===== src/rtl/command_frame_controller.sv =====
// command_frame_controller
//   Receives two-byte command frames (code, address) from a UART receiver,
//   validates them, issues a one-cycle command strobe for good frames, waits
//   for the two-byte sensor reply and returns it through a byte-wide UART
//   transmitter handshake. Bad frames are answered with {0xFF, 0xFF}.
//
// Parameters
//   TIMEOUT_CYCLES : inter-byte (and optional response) timeout in clock cycles
//   MAX_ADDR       : highest legal sensor address
//
// Ports
//   clock, reset               : system clock, asynchronous active-high reset
//   rx_valid, rx_byte          : received byte strobe and data
//   cmd_valid, cmd_code/addr   : validated command strobe and fields
//   resp_valid, resp_hi/lo     : sensor reply strobe and bytes
//   tx_start, tx_byte, tx_done : transmitter handshake
//   busy                       : high whenever not idle
//   frame_error                : sticky error for the last frame
//
// Optional feature
//   RESP_TIMEOUT_EN : when defined, WAIT_RESP gives up after TIMEOUT_CYCLES
//                     and answers {0xEE, 0xEE} with frame_error set.
module command_frame_controller #(
  parameter int unsigned TIMEOUT_CYCLES = 50000000,
  parameter int unsigned MAX_ADDR       = 31
) (
  input  logic       clock,
  input  logic       reset,
  input  logic       rx_valid,
  input  logic [7:0] rx_byte,
  output logic       cmd_valid,
  output logic [7:0] cmd_code,
  output logic [7:0] cmd_addr,
  input  logic       resp_valid,
  input  logic [7:0] resp_hi,
  input  logic [7:0] resp_lo,
  output logic       tx_start,
  output logic [7:0] tx_byte,
  input  logic       tx_done,
  output logic       busy,
  output logic       frame_error
);

  localparam int unsigned CntW = (TIMEOUT_CYCLES < 2) ? 1 : $clog2(TIMEOUT_CYCLES + 1);
  localparam logic [CntW-1:0] CntMax  = CntW'(TIMEOUT_CYCLES);
  localparam logic [CntW-1:0] CntLast = CntW'(TIMEOUT_CYCLES - 1);

  typedef enum logic [2:0] {
    StIdle,
    StWaitAddr,
    StIssue,
    StWaitResp,
    StSendHi,
    StWaitHi,
    StSendLo,
    StWaitLo
  } state_e;

  state_e          state_q, state_d;
  logic [7:0]      code_q, code_d;
  logic [7:0]      addr_q, addr_d;
  logic [7:0]      hi_q, hi_d;
  logic [7:0]      lo_q, lo_d;
  logic            err_q, err_d;
  logic [CntW-1:0] cnt_q, cnt_d;
  logic            timeout;
  logic            frame_good;

  // Expires on the last cycle of the window so the exit edge lands exactly
  // TIMEOUT_CYCLES cycles after state entry.
  assign timeout    = (cnt_q >= CntLast);
  assign frame_good = (code_q <= 8'h06) && (32'(rx_byte) <= MAX_ADDR);

  always_comb begin
    state_d   = state_q;
    code_d    = code_q;
    addr_d    = addr_q;
    hi_d      = hi_q;
    lo_d      = lo_q;
    err_d     = err_q;
    cmd_valid = 1'b0;
    tx_start  = 1'b0;
    tx_byte   = 8'h00;

    unique case (state_q)
      StIdle: begin
        if (rx_valid) begin
          code_d  = rx_byte;
          state_d = StWaitAddr;
        end
      end
      StWaitAddr: begin
        if (rx_valid) begin
          addr_d = rx_byte;
          if (frame_good) begin
            err_d   = 1'b0;
            state_d = StIssue;
          end else begin
            err_d   = 1'b1;
            hi_d    = 8'hFF;
            lo_d    = 8'hFF;
            state_d = StSendHi;
          end
        end else if (timeout) begin
          err_d   = 1'b1;
          code_d  = 8'h00;
          state_d = StIdle;
        end
      end
      StIssue: begin
        cmd_valid = 1'b1;
        state_d   = StWaitResp;
      end
      StWaitResp: begin
        if (resp_valid) begin
          hi_d    = resp_hi;
          lo_d    = resp_lo;
          state_d = StSendHi;
        end
`ifdef RESP_TIMEOUT_EN
        else if (timeout) begin
          err_d   = 1'b1;
          hi_d    = 8'hEE;
          lo_d    = 8'hEE;
          state_d = StSendHi;
        end
`endif
      end
      StSendHi: begin
        tx_byte  = hi_q;
        tx_start = 1'b1;
        state_d  = StWaitHi;
      end
      StWaitHi: begin
        tx_byte = hi_q;
        if (tx_done) state_d = StSendLo;
      end
      StSendLo: begin
        tx_byte  = lo_q;
        tx_start = 1'b1;
        state_d  = StWaitLo;
      end
      StWaitLo: begin
        tx_byte = lo_q;
        if (tx_done) state_d = StIdle;
      end
    endcase
  end

  // Counter restarts on every state change and saturates instead of wrapping.
  always_comb begin
    cnt_d = cnt_q;
    if (state_d != state_q) begin
      cnt_d = '0;
    end else if (cnt_q != CntMax) begin
      cnt_d = cnt_q + 1'b1;
    end
  end

  always_ff @(posedge clock or posedge reset) begin
    if (reset) begin
      state_q <= StIdle;
      code_q  <= 8'h00;
      addr_q  <= 8'h00;
      hi_q    <= 8'h00;
      lo_q    <= 8'h00;
      err_q   <= 1'b0;
      cnt_q   <= '0;
    end else begin
      state_q <= state_d;
      code_q  <= code_d;
      addr_q  <= addr_d;
      hi_q    <= hi_d;
      lo_q    <= lo_d;
      err_q   <= err_d;
      cnt_q   <= cnt_d;
    end
  end

  assign cmd_code    = code_q;
  assign cmd_addr    = addr_q;
  assign busy        = (state_q != StIdle);
  assign frame_error = err_q;

endmodule

===== config.mk =====
export PLATFORM = sky130hd
export DESIGN_NAME = command_frame_controller
export DESIGN_NICKNAME = d
export VERILOG_FILES = /design/src/rtl/command_frame_controller.sv
export SDC_FILE = /design/constraint.sdc
export NUM_CORES = 1
export LEC_CHECK = 0
export BUFFER_PORTS_ARGS = -buffer_cell sky130_fd_sc_hd__buf_2
export CORE_UTILIZATION = 35
export DETAILED_ROUTE_END_ITERATION = 16
export GPL_ROUTABILITY_DRIVEN = 0
export RECOVER_POWER = 50
export SYNTH_ARGS = -nofsm -noshare
export SYNTH_HDL_FRONTEND = slang
export SYNTH_SLANG_ARGS = --single-unit

===== constraint.sdc =====
create_clock -name clock -period 2.4 [get_ports clock]
set_clock_uncertainty 0.15 [all_clocks]
set_input_delay 0.48 -clock clock [delete_from_list [all_inputs] [get_ports clock]]
set_output_delay 0.48 -clock clock [all_outputs]
set_load 0.01 [all_outputs]

After elaboration in Yosys (flattened, before gate mapping)
Index checks and enable logic that the tools add are counted.
- logic and storage cells: 66
- output and inout bits: 28
- bits in registers: 62
- bits of input ports: 29
- add/sub/neg operators: 1
- reduce and logical (&&, ||, !) cells: 14
- equality and inequality tests: 15
- $lt $le $gt $ge: 3
- muxes and demuxes: 26
- operators by type and width (kind ; count):
    8-bit case mux with 2 select lines ; 4
    8-bit two-way mux ; 7
    26-bit two-way mux ; 2
    26-bit by 1-bit adder with 26-bit output, second input constant ; 1
    26-bit >= comparator, second input constant ; 1
    26-bit != test, second input constant ; 1
    3-bit case mux with 8 select lines ; 1
    3-bit two-way mux ; 7
    3-bit == test, second input constant ; 4
    2-bit != test, second input constant ; 6
    8-bit by 3-bit <= comparator with 1-bit output, second input constant ; 1
    8-bit by 5-bit <= comparator with 1-bit output, second input constant ; 1
    4-bit AND reduction ; 2
    2-bit nonzero test ; 4
    3-bit by 2-bit == test with 1-bit output, second input constant ; 2
    2-bit OR reduction ; 3
    1-bit two-way mux ; 5
    2-bit AND reduction ; 2
    3-bit by 1-bit == test with 1-bit output, second input constant ; 1
    3-bit logical NOT ; 1
    3-bit != test ; 1
    3-bit nonzero test ; 1
    1-bit logical AND ; 1

Longest topological paths before layout
Gate-level depths: netlist of the first run.
- depth after elaboration: 7
- gate-level depth with buffers: 8
- mapped depth without buffers: 7

Worst setup path before layout of the first run
Ideal clock, no wire load.
- path kind: register to register
- start point: register cnt_q[0]
- end point: register cnt_q[0]
- path buffers: 1
- setup slack: 0.428 ns
- clock period less this slack: 1.972 ns
- arrival time: 1.703 ns
- data required time: 2.131 ns
- stages on the path, launching flop included: 8
- library setup time: 0.119 ns
- cell sequence: dfrtp_1 > ha_1 > nand4_2 > nor2_2 > o2111ai_4 > a31oi_4 > buf_8 > nor2_2
- longest elaborated chain between the ends: 6
- elaborated cells between the ends (all ways): 10
- classes of those cells: add/sub: 1; order compare: 1; eq/ne: 2; mux: 5; reduce/logical: 1
- RTL lines (item ; line ; RTL):
    start, declared ; 65 ; logic [CntW-1:0] cnt_q, cnt_d;
    start signal, assigned ; 176 ; cnt_q <= cnt_d;
    26-bit >= comparator ; 71 ; assign timeout = (cnt_q >= CntLast);
    3-bit two-way mux ; 104 ; end else if (timeout) begin
    3-bit two-way mux ; 93 ; if (rx_valid) begin
    3-bit case mux with 8 select lines ; 85 ; unique case (state_q)
    3-bit != test ; 153 ; if (state_d != state_q) begin
    26-bit two-way mux / 2-bit nonzero test (equally long branches) ; - ;
Parallel ways exist; a longest one is shown, timed or not. The select of a mux whose other input is x is not followed.
A chain may end at the register's enable or synchronous reset.

Final worst setup path of the first run
- start point: register state_q[2]
- end point: output port cmd_valid
- longest elaborated chain between the ends: 2
- RTL lines (item ; line ; RTL):
    start, declared ; 59 ; state_e state_q, state_d;
    start signal, assigned ; 162 ; state_q <= StIdle;
    start signal, assigned ; 170 ; state_q <= state_d;
    3-bit by 2-bit == test with 1-bit output ; 85 ;
    1-bit two-way mux ; 85 ;
    end, declared ; 31 ; output logic cmd_valid,
Every way passes these cells.

==> out/metrics.cfg, run 1 <==
[sta]
period_minus_slack_ns = 2.26
setup_ws_ns = 0.143
clock.fmax_mhz = 443
drv_slew = 0
finalCritPeriodShare = 0.940
worst_pin_slew_ns = 0.836
hold_ws_ns = 0.222
rsz0062_at_grt = false
hold_violations = 0
fin_setup_tns_ns = 0
relSlewSlack = 0.443
setup_violations = 0

[synthesis]
ys.flop_type = dfrtp_1
yosys_warnings = 0
syn-mean-instance-area_um2 = 10.0
synth_enable_flop_cells = 0
netlist_area_um2 = 3300
synth.net_count = 359
async_flop_share = 1.00
seq_area_frac_synth = 0.471
postSynthCellCount = 328
yosysUniqueCellTypes = 51
ys_ff_latch = 62

[route]
first_pass_iters = 4
ant_nets = 0
initialDrtViolationCount = 98
drc = 0
vias = 2472
via_per_inst = 4.87
routed_wl_um = 6540
post_drt_wl_per_cell_um = 12.9

[worst_setup_path]
endpoint_kind = primary output
critPathMaxFanout = 12
start_kind = flip-flop
required_ns = 1.77
arrival_ns = 1.63
r2r_slack_ns = 0.29
startpoint = state_q[2]$_DFF_PP0_
r2r_start = cnt_q[0]$_DFFE_PP0P_
reg2reg_to = cnt_q[11]$_DFFE_PP0P_
crit_end = cmd_valid
rr_worst_depth = 7
critical_path_class = reg2out

[cells_and_area]
stdcell_count = 508
finalInstanceArea_um2 = 3910
layout_common_cells = dfrtp_1, buf_2, nor2_1, nand2_1, mux2i_1
nNetsFinal = 423
syn_to_final_growth_pct = 18.6
drive_above_1_share = 0.272
antenna_cells = 0
utilization = 0.425
final_common_cell = dfrtp_1

[global_route]
grt_util_all_layers = 0.147
grt_first_pass_wirelength_um = 11200
grt_pass1_vias = 2407
grt_max_degree = 62
antenna_found_initial = 0
grt_overflow = 0

[floorplanning]
start_util = 0.358
num_io_pins = 57
core_area_um2 = 9200
die_x_um = 99.0
row_count = 35
dieArea_um2 = 9810
die_y_um = 99.0

[placed_design]
post_dp_cell_area_um2 = 3710
place_ws_ns = 0.282
port_buffers = 56
dp_hpwl_um = 4640
dp_cells = 491

[cts]
cts_setup_buffers = 0
cts-root-buf = clkbuf_8
cts_resized = 0
cts_made_buffers = 9
cts_htree_levels = 3
cts_num_sinks = 62
clkTransAtPathRegs_ns = 0.08
cts_tree = built
cts_hold_buf = 1
clk_path_buf_depth = 2
insertion_delay_ns = 0.35

[power]
leakagePower_nw = 1.76
finalPower_mw = 3.86
p_sw_mw = 1.41
seqPwrFrac = 0.393
combinationalPowerShare = 0.341
intPower_mw = 2.46
ir_worst_vdd_uv = 344
sw_frac_of_total = 0.364
power_per_cell_area_nw_per_um2 = 988
p_clk_frac = 0.266

[status]
status = complete, no violations

[job]
cap_violations = 0

[hold_path]
hold_path_class = in2reg

-- state kept, by name (all words and copies together) (netlist names) --
| name | count |
|---|---|
| cmd_code | 8 |
| frame_error | 1 |
| cnt_q | 26 |
| cmd_addr | 8 |
| lo_q | 8 |
| hi_q | 8 |
| state_q | 3 |
-- cell type report --
type                       count  area (um^2)
fill                         927         5290
clock inverter                 7         97.6
timing repair buffer          64          339
multi-input combinational    231         1570
inverter                      24         90.1
tap                          111          139
clock buffer                   9          124
sequential                    62         1550
-- worst max-delay path, cell delays in order (launching register included) --
cell     delay [ns]
dfrtp_1        0.58
inv_1          0.30
and3_1         0.26
buf_2          0.14
-- Yosys cell counts (all sizes together) (2+ instances only) --
| cell type | instances | area (um^2) |
|---|---|---|
| and2 | 2 | 12.5 |
| nand3b | 2 | 15.0 |
| ha | 2 | 25.0 |
| a21oi | 13 | 80.1 |
| nor2 | 60 | 280 |
| nor4 | 5 | 76.3 |
| xnor2 | 4 | 35.0 |
| and3 | 4 | 25.0 |
| buf | 8 | 73.8 |
| nand3 | 11 | 55.1 |
| inv | 24 | 90.1 |
| mux2i | 25 | 250 |
| nand2 | 36 | 138 |
| xor2 | 17 | 149 |
| clkbuf | 3 | 11.3 |
| nand4 | 11 | 90.1 |
| nor3 | 10 | 55.1 |
| o31ai | 2 | 15.0 |
| mux2 | 8 | 90.1 |
| dfrtp | 62 | 1550 |
| a31oi | 2 | 27.5 |
-- cells by family after synthesis --
family,count (synthesis),synth area share
adders and majority gates,2,0.00759
and+or+nand+nor,149,0.246
muxes,33,0.103
buffers and inverters,35,0.0532
AOI/OAI and AO/OA,26,0.0638
DFF,62,0.471
xor gates and xnor gates,21,0.0558
-- how the worst min path moves through the flow --
stage | from | to | slack, ns | cells past startpoint
finish | rx_byte[4] | cmd_code[4]$_DFFE_PP0P_ | 0.22 | 3
global route | rx_byte[4] | cmd_code[4]$_DFFE_PP0P_ | 0.21 | 3
CTS | rx_byte[4] | cmd_code[4]$_DFFE_PP0P_ | 0.20 | 3
detailed placement | reset | hi_q[2]$_DFFE_PP0P_ | 0.19 | 2
global placement | reset | hi_q[2]$_DFFE_PP0P_ | 0.20 | 2
floorplan | hi_q[0]$_DFFE_PP0P_ | hi_q[0]$_DFFE_PP0P_ | 0.34 | 2
-- layer usage --
metal  up-vias  global-route usage  wire length [um]
li1       1231                   -                 -
met1      1195               0.183              3010
met2        36               0.236              3160
met3        10              0.0390               244
met4         0              0.0712               124
met5         -                   0                 0
-- power by group through the flow --
stage,Combinational (mW),Sequential (mW),Clock (mW)
after global routing,1.47,1.56,1.10
after floorplan,0.964,1.53,0
final,1.32,1.52,1.03
after detailed placement,1.37,1.54,0
after CTS,1.38,1.52,1.06
after global placement,1.36,1.53,0
(Power assumes the default switching activity.)
==> run 2, diff against run 1 <==
--- a/config.mk
+++ b/config.mk
@@ -9,6 +9,7 @@
 export CORE_UTILIZATION = 35
 export DETAILED_ROUTE_END_ITERATION = 16
 export GPL_ROUTABILITY_DRIVEN = 0
+export MAX_ROUTING_LAYER = met4
 export RECOVER_POWER = 50
 export SYNTH_ARGS = -nofsm -noshare
 export SYNTH_HDL_FRONTEND = slang
==> constraint.sdc (replaced) <==
create_clock -name clock -period 2.4 [get_ports clock]
set_clock_uncertainty 0.15 [all_clocks]
set_input_delay 0.6 -clock clock [delete_from_list [all_inputs] [get_ports clock]]
set_output_delay 0.6 -clock clock [all_outputs]
set_load 0.1 [all_outputs]
==> run 2 against run 1 <==
  * Worst setup slack improved by 0.010 ns
  * Critical path depth increased by 1
  * Sequential share of layout area decreased by 2.4 points
  * Cell area increased by 6.5%
  * Clock power increased by 20%
  * Clock-buffer cell count increased by 1
  * Cell count unchanged
  * Sequential cell count unchanged
  * Fmax increased by 0.46%
  * Combinational power increased to 2.6 times the previous value
  * Global-route usage increased by 0.32 points
  * Utilization increased by 2.8 points
  * Largest cell class unchanged
  * Largest power group is now combinational cells
  * Highest routed layer unchanged
==> out/metrics.cfg, run 2 (synthesized netlist as in run 1, its figures left out) <==
[cts]
cts_setup_buffers = 0  ; unchanged
clkTransAtPathRegs_ns = 0.07  ; about the same
insertion_delay_ns = 0.34  ; about the same
cts_hold_buf = 0  ; -1
cts_made_buffers = 9  ; unchanged
cts_tree = built
clk_path_buf_depth = 2  ; unchanged
cts_num_sinks = 62  ; unchanged
cts-root-buf = clkbuf_8
cts_htree_levels = 3  ; unchanged

[floorplanning]
num_io_pins = 57  ; unchanged
row_count = 35  ; unchanged
die_x_um = 99.0  ; unchanged
core_area_um2 = 9200  ; unchanged
die_y_um = 99.0  ; unchanged
dieArea_um2 = 9810  ; unchanged
start_util = 0.358  ; unchanged

[route]
ant_nets = 0  ; unchanged
drc = 0  ; unchanged
post_drt_wl_per_cell_um = 12.9  ; about the same
routed_wl_um = 6550  ; about the same
vias = 2458  ; -0.57%
first_pass_iters = 4  ; unchanged
initialDrtViolationCount = 92  ; -6.1%
via_per_inst = 4.84  ; -0.57%

[sta]
hold_violations = 0  ; unchanged
worst_pin_slew_ns = 1.02  ; +0.189 ns
finalCritPeriodShare = 0.936  ; -0.00434
drv_slew = 0  ; unchanged
hold_ws_ns = 0.192  ; -0.0302 ns
setup_violations = 0  ; unchanged
fin_setup_tns_ns = 0  ; unchanged
period_minus_slack_ns = 2.25  ; -0.0104 ns
rsz0062_at_grt = false
clock.fmax_mhz = 445  ; +0.46%
relSlewSlack = 0.317  ; -0.126

[worst_setup_path]
critical_path_class = reg2out
critPathMaxFanout = 8  ; -4
startpoint = state_q[1]$_DFF_PP0_
endpoint_kind = primary output
r2r_start = cnt_q[0]$_DFFE_PP0P_
required_ns = 1.65  ; -0.12 ns
start_kind = flip-flop
arrival_ns = 1.50  ; -0.13 ns

[status]
status = complete, no violations

[cells_and_area]
num-fill-cells = 890  ; -4.0%
stdcell_count = 508  ; unchanged
multi_input_area_um2 = 1600  ; +2.0%
drive_above_1_share = 0.338  ; +0.0655
largest-register = cnt_q
nNetsFinal = 423  ; unchanged
syn_to_final_growth_pct = 26.3
layout_common_cells = dfrtp_1, buf_2, nand2_1, nor2_1, nor2_2
regArea_um2 = 1550  ; +0.16%
utilization = 0.453  ; +0.0278
final_common_cell = dfrtp_1
largest_reg_flops = 26  ; unchanged
antenna_cells = 0  ; unchanged

[global_route]
grt_overflow = 0  ; unchanged
grt_util_all_layers = 0.150  ; +0.00315
grt_first_pass_wirelength_um = 11100  ; -0.50%
grt_pass1_vias = 2393  ; -0.58%
antenna_found_initial = 0  ; unchanged
grt_max_degree = 48  ; -23%

[placed_design]
port_buffers = 56  ; unchanged
dp_hpwl_um = 4730  ; +1.9%
dp_cells = 492  ; +0.20%

[power]
power_per_cell_area_nw_per_um2 = 1480  ; +50%
ir_worst_vdd_uv = 647  ; +88%
leakagePower_nw = 1.89  ; +7.4%
finalPower_mw = 6.15  ; +59%

[hold_path]
hold_path_class = in2async

[job]
cap_violations = 0  ; unchanged

-- run 2: cell count changes in the layout (fill, tap and decap cells not counted), moves of 2 or more --
| cell | change |
|---|---|
| nor2_1 | -8 |
| nor2_2 | +7 |
| buf_12 | +11 |
| dfrtp_2 | +2 |
| clkbuf_1 | -12 |
| dfrtp_1 | -2 |
| bufinv_16 | +2 |
| clkbuf_2 | +3 |
-- run 2: final timing paths --
check,slack (ns),to,cells past startpoint
max in group asynchronous,0.46,cmd_addr[4]$_DFFE_PP0P_,3
setup reg to reg,0.21,cnt_q[11]$_DFFE_PP0P_,7
min in group clock,0.35,cmd_code[4]$_DFFE_PP0P_,3
hold reg to reg,0.35,cmd_addr[1]$_DFFE_PP0P_,1
hold / removal,0.19,lo_q[0]$_DFFE_PP0P_,2
setup / recovery,0.15,tx_byte[0],4
-- run 2: layout make-up --
class | instances | area share
Clock buffer | 10 | 0.0331
Clock inverter | 6 | 0.0319
Inverter | 24 | 0.0216
Multi-Input combinational cell | 231 | 0.384
Sequential cell | 62 | 0.373
Tap cell | 111 | 0.0334
Timing Repair Buffer | 64 | 0.123
-- run 2: per-layer routing --
layer,track usage,vias up,wire length [um]
met1,0.186,1187,3100
li1,-,1226,-
met4,0.0689,0,116
met3,0.0319,10,211
met5,-,-,0
met2,0.235,35,3120
-- run 2: what timing repair did --
| action | in CTS | in global routing |
|---|---|---|
| setup endpoints to repair | 1 | 3 |
| gates resized for setup | 1 | 3 |
| pin swaps | 0 | 0 |
-- run 2: report_power, final --
part	switching [mW]	internal, mW	leakage [nW]	total [mW]
clock network	0.415	0.822	0.132	1.24
registers	0.209	1.31	0.743	1.52
logic	2.48	0.913	1.02	3.40
total	3.11	3.04	1.89	6.15
-- run 2: worst max-delay path, stage by stage (launching register included) --
cell and delay [ns]:
dfrtp_2 0.44, buf_4 0.20, mux2i_1 0.30, nor2_4 0.06, buf_12 0.16
-- run 2: per-stage QoR --
stage	worst slack (ns)	instance area, um^2
final	0.154	4160
after CTS	0.00160	4180
after floorplan	-0.118	3320
after detailed placement	0.152	3910
after global placement	0.225	3910
after global routing	0.0446	4160
==> run 3, diff against run 2 <==
--- a/config.mk
+++ b/config.mk
@@ -10,7 +10,9 @@
 export DETAILED_ROUTE_END_ITERATION = 16
 export GPL_ROUTABILITY_DRIVEN = 0
 export MAX_ROUTING_LAYER = met4
+export PLACE_DENSITY = 0.63
 export RECOVER_POWER = 50
+export REMOVE_ABC_BUFFERS = 1
 export SYNTH_ARGS = -nofsm -noshare
 export SYNTH_HDL_FRONTEND = slang
 export SYNTH_SLANG_ARGS = --single-unit
==> run 3 against run 2 <==
  * The flow now finishes with violations (capacitance limit, slew limit)
  * Cell area is 1.4% lower
  * Critical path depth is 1 lower
  * Power is 2.8% lower
  * Clock power is 9.7% lower
  * Utilization is 0.63 points lower
  * Cell count is 0.39% lower
  * Worst hold slack better by 0.16 ns
  * Non-clock buffer count is 2 lower
  * Register-to-register slack better by 0.04 ns
  * Die area stayed put
  * Via count is 0.94% higher
  * Combinational power hardly changed
  * Largest cell class unchanged
  * Largest power group unchanged
==> out/metrics.cfg, run 3 (synthesized netlist as in run 1, its figures left out) <==
[sta]
setup_violations = 0  ; unchanged
clock.fmax_mhz = 445  ; -0.12%
fin_setup_tns_ns = 0  ; unchanged
relSlewSlack = -0.0409  ; -0.358
finalCritPeriodShare = 0.937  ; +0.00110
rsz0062_at_grt = false
worst_pin_slew_ns = 1.56  ; +0.537 ns
drv_slew = 63  ; +63
period_minus_slack_ns = 2.25  ; +0.00264 ns
hold_violations = 0  ; unchanged
setup_ws_ns = 0.151  ; -0.00264 ns

[worst_setup_path]
cpMaxStageDelayCell = dfrtp_1
cp.depth = 3  ; -1
critPathMaxFanout = 12  ; +4
reg2reg_to = lo_q[3]$_DFFE_PP0P_
cp_num_buf_inv = 2  ; unchanged
critical_path_class = reg2out
max_stage_delay_ns = 0.38  ; -0.06 ns
r2r_start = state_q[1]$_DFF_PP0_
startpoint = state_q[2]$_DFF_PP0_
r2r_slack_ns = 0.25  ; +0.04 ns
cp_top_family = buffers and inverters
arrival_ns = 1.50  ; about the same
start_kind = flip-flop
crit_end = cmd_valid
endpoint_kind = primary output
required_ns = 1.65  ; about the same
rr_worst_depth = 6  ; -1
worstPathCellList = inv_1 -> and3_1 -> buf_12

[cts]
cts_num_sinks = 62  ; unchanged
cts_tree = built
cts_setup_buffers = 0  ; unchanged
clkTransAtPathRegs_ns = 0.07  ; about the same
cts_resized = 0  ; -1
cts-root-buf = clkbuf_8
clk_path_buf_depth = 2  ; unchanged
cts_hold_buf = 0  ; unchanged
cts_made_buffers = 9  ; unchanged
cts_htree_levels = 3  ; unchanged
insertion_delay_ns = 0.33  ; about the same

[floorplanning]
num_io_pins = 57  ; unchanged
start_util = 0.358  ; unchanged
die_y_um = 99.0  ; unchanged
core_area_um2 = 9200  ; unchanged
die_x_um = 99.0  ; unchanged
dieArea_um2 = 9810  ; unchanged
row_count = 35  ; unchanged

[global_route]
grt_util_all_layers = 0.155  ; +0.00497
grt_overflow = 0  ; unchanged
grt_pass1_vias = 2514  ; +5.1%
grt_max_degree = 63  ; +31%
antenna_found_initial = 0  ; unchanged
grt_first_pass_wirelength_um = 11600  ; +4.2%

[route]
routed_wl_um = 6520  ; -0.47%
vias = 2481  ; +0.94%
drc = 0  ; unchanged
via_per_inst = 4.90  ; +1.3%
initialDrtViolationCount = 133  ; +45%
ant_nets = 0  ; unchanged
post_drt_wl_per_cell_um = 12.9  ; about the same
first_pass_iters = 4  ; unchanged

[placed_design]
place_ws_ns = 0.132  ; -0.0198 ns
port_buffers = 56  ; unchanged
dp_hpwl_um = 4500  ; -4.7%

[cells_and_area]
largest-register = cnt_q
largest_reg_flops = 26  ; unchanged
drive_above_1_share = 0.301  ; -0.0363
nNetsFinal = 421  ; -0.47%
syn_to_final_growth_pct = 24.6
final_common_cell = dfrtp_1
layout_common_cells = dfrtp_1, buf_2, nor2_1, nand2_1, mux2i_1
antenna_cells = 0  ; unchanged

[status]
violations = capacitance limit, slew limit
status = complete, but fails checks

[power]
power_per_cell_area_nw_per_um2 = 1460  ; -1.5%
leakagePower_nw = 1.88  ; -0.71%
finalPower_mw = 5.98  ; -2.8%
ir_worst_vdd_uv = 770  ; +19%

[job]
cap_violations = 1  ; +1

[hold_path]
hold_path_class = in2reg

run 3: changes by cell type in the layout (fill, tap and decap cells not counted), moves of 2 or more:
| cell | previous run | this run |
|---|---|---|
| nor2_2 | 29 | 21 |
| clkbuf_2 | 3 | 5 |
| nor2_1 | 30 | 39 |
| buf_4 | 5 | 2 |
| buf_2 | 43 | 41 |
| dfrtp_2 | 2 | 0 |
| dfrtp_1 | 60 | 62 |
run 3: metal layers:
| layer | share of wire | global-route usage | vias up | wire length (um) |
|---|---|---|---|---|
| met4 | 0.013 | 0.0563 | 0 | 82 |
| met3 | 0.038 | 0.0454 | 7 | 247 |
| met5 | 0 | - | - | 0 |
| li1 | - | - | 1224 | - |
| met2 | 0.47 | 0.236 | 45 | 3050 |
| met1 | 0.48 | 0.195 | 1205 | 3140 |
run 3: how the worst min path moves through the flow:
stage	start	end	depth (start not counted)
6_report	rx_byte[2]	cmd_code[2]$_DFFE_PP0P_	3
5_1_grt	rx_byte[0]	cmd_addr[0]$_DFFE_PP0P_	2
4_1_cts	reset	hi_q[4]$_DFFE_PP0P_	3
3_5_place_dp	cmd_addr[3]$_DFFE_PP0P_	cmd_addr[3]$_DFFE_PP0P_	1
3_3_place_gp	cmd_addr[4]$_DFFE_PP0P_	cmd_addr[4]$_DFFE_PP0P_	1
2_1_floorplan	hi_q[0]$_DFFE_PP0P_	hi_q[0]$_DFFE_PP0P_	2
run 3: worst register-to-register path, delay by kind of cell, from the launching register on:
family	cells	cell delay (ns)
AO/OA/AOI/OAI	1	0.59
buffers and inverters	1	0.16
multiplexers	1	0.26
AND/OR/NAND/NOR	3	0.50
flip-flops	1	0.40
run 3: where the power goes:
group	internal (mW)	leakage (nW)	switching [mW]
combinational	0.884	1.01	2.48
clock	0.716	0.126	0.400
sequential	1.31	0.745	0.185
total	2.91	1.88	3.07
run 3: final cells by class:
class                   count  area (um^2)
clock buffers              10          138
clock inverters             6          109
flip-flops and latches     62         1550
fillers                   880         5090
well taps                 111          139
inverters                  24         90.1
multi-input cells         231         1570
repair buffers             62          509
run 3: metrics by stage:
step           instance area, um^2  hold slack [ns]  instances  utilization
2_1_floorplan                 3210            0.343        317            -
3_3_place_gp                  3880            0.334        490        0.422
3_5_place_dp                  3880            0.343        490        0.422
4_1_cts                       4120            0.177        506        0.448
5_1_grt                       4110            0.342        506        0.446
6_report                      4110            0.354        506        0.446
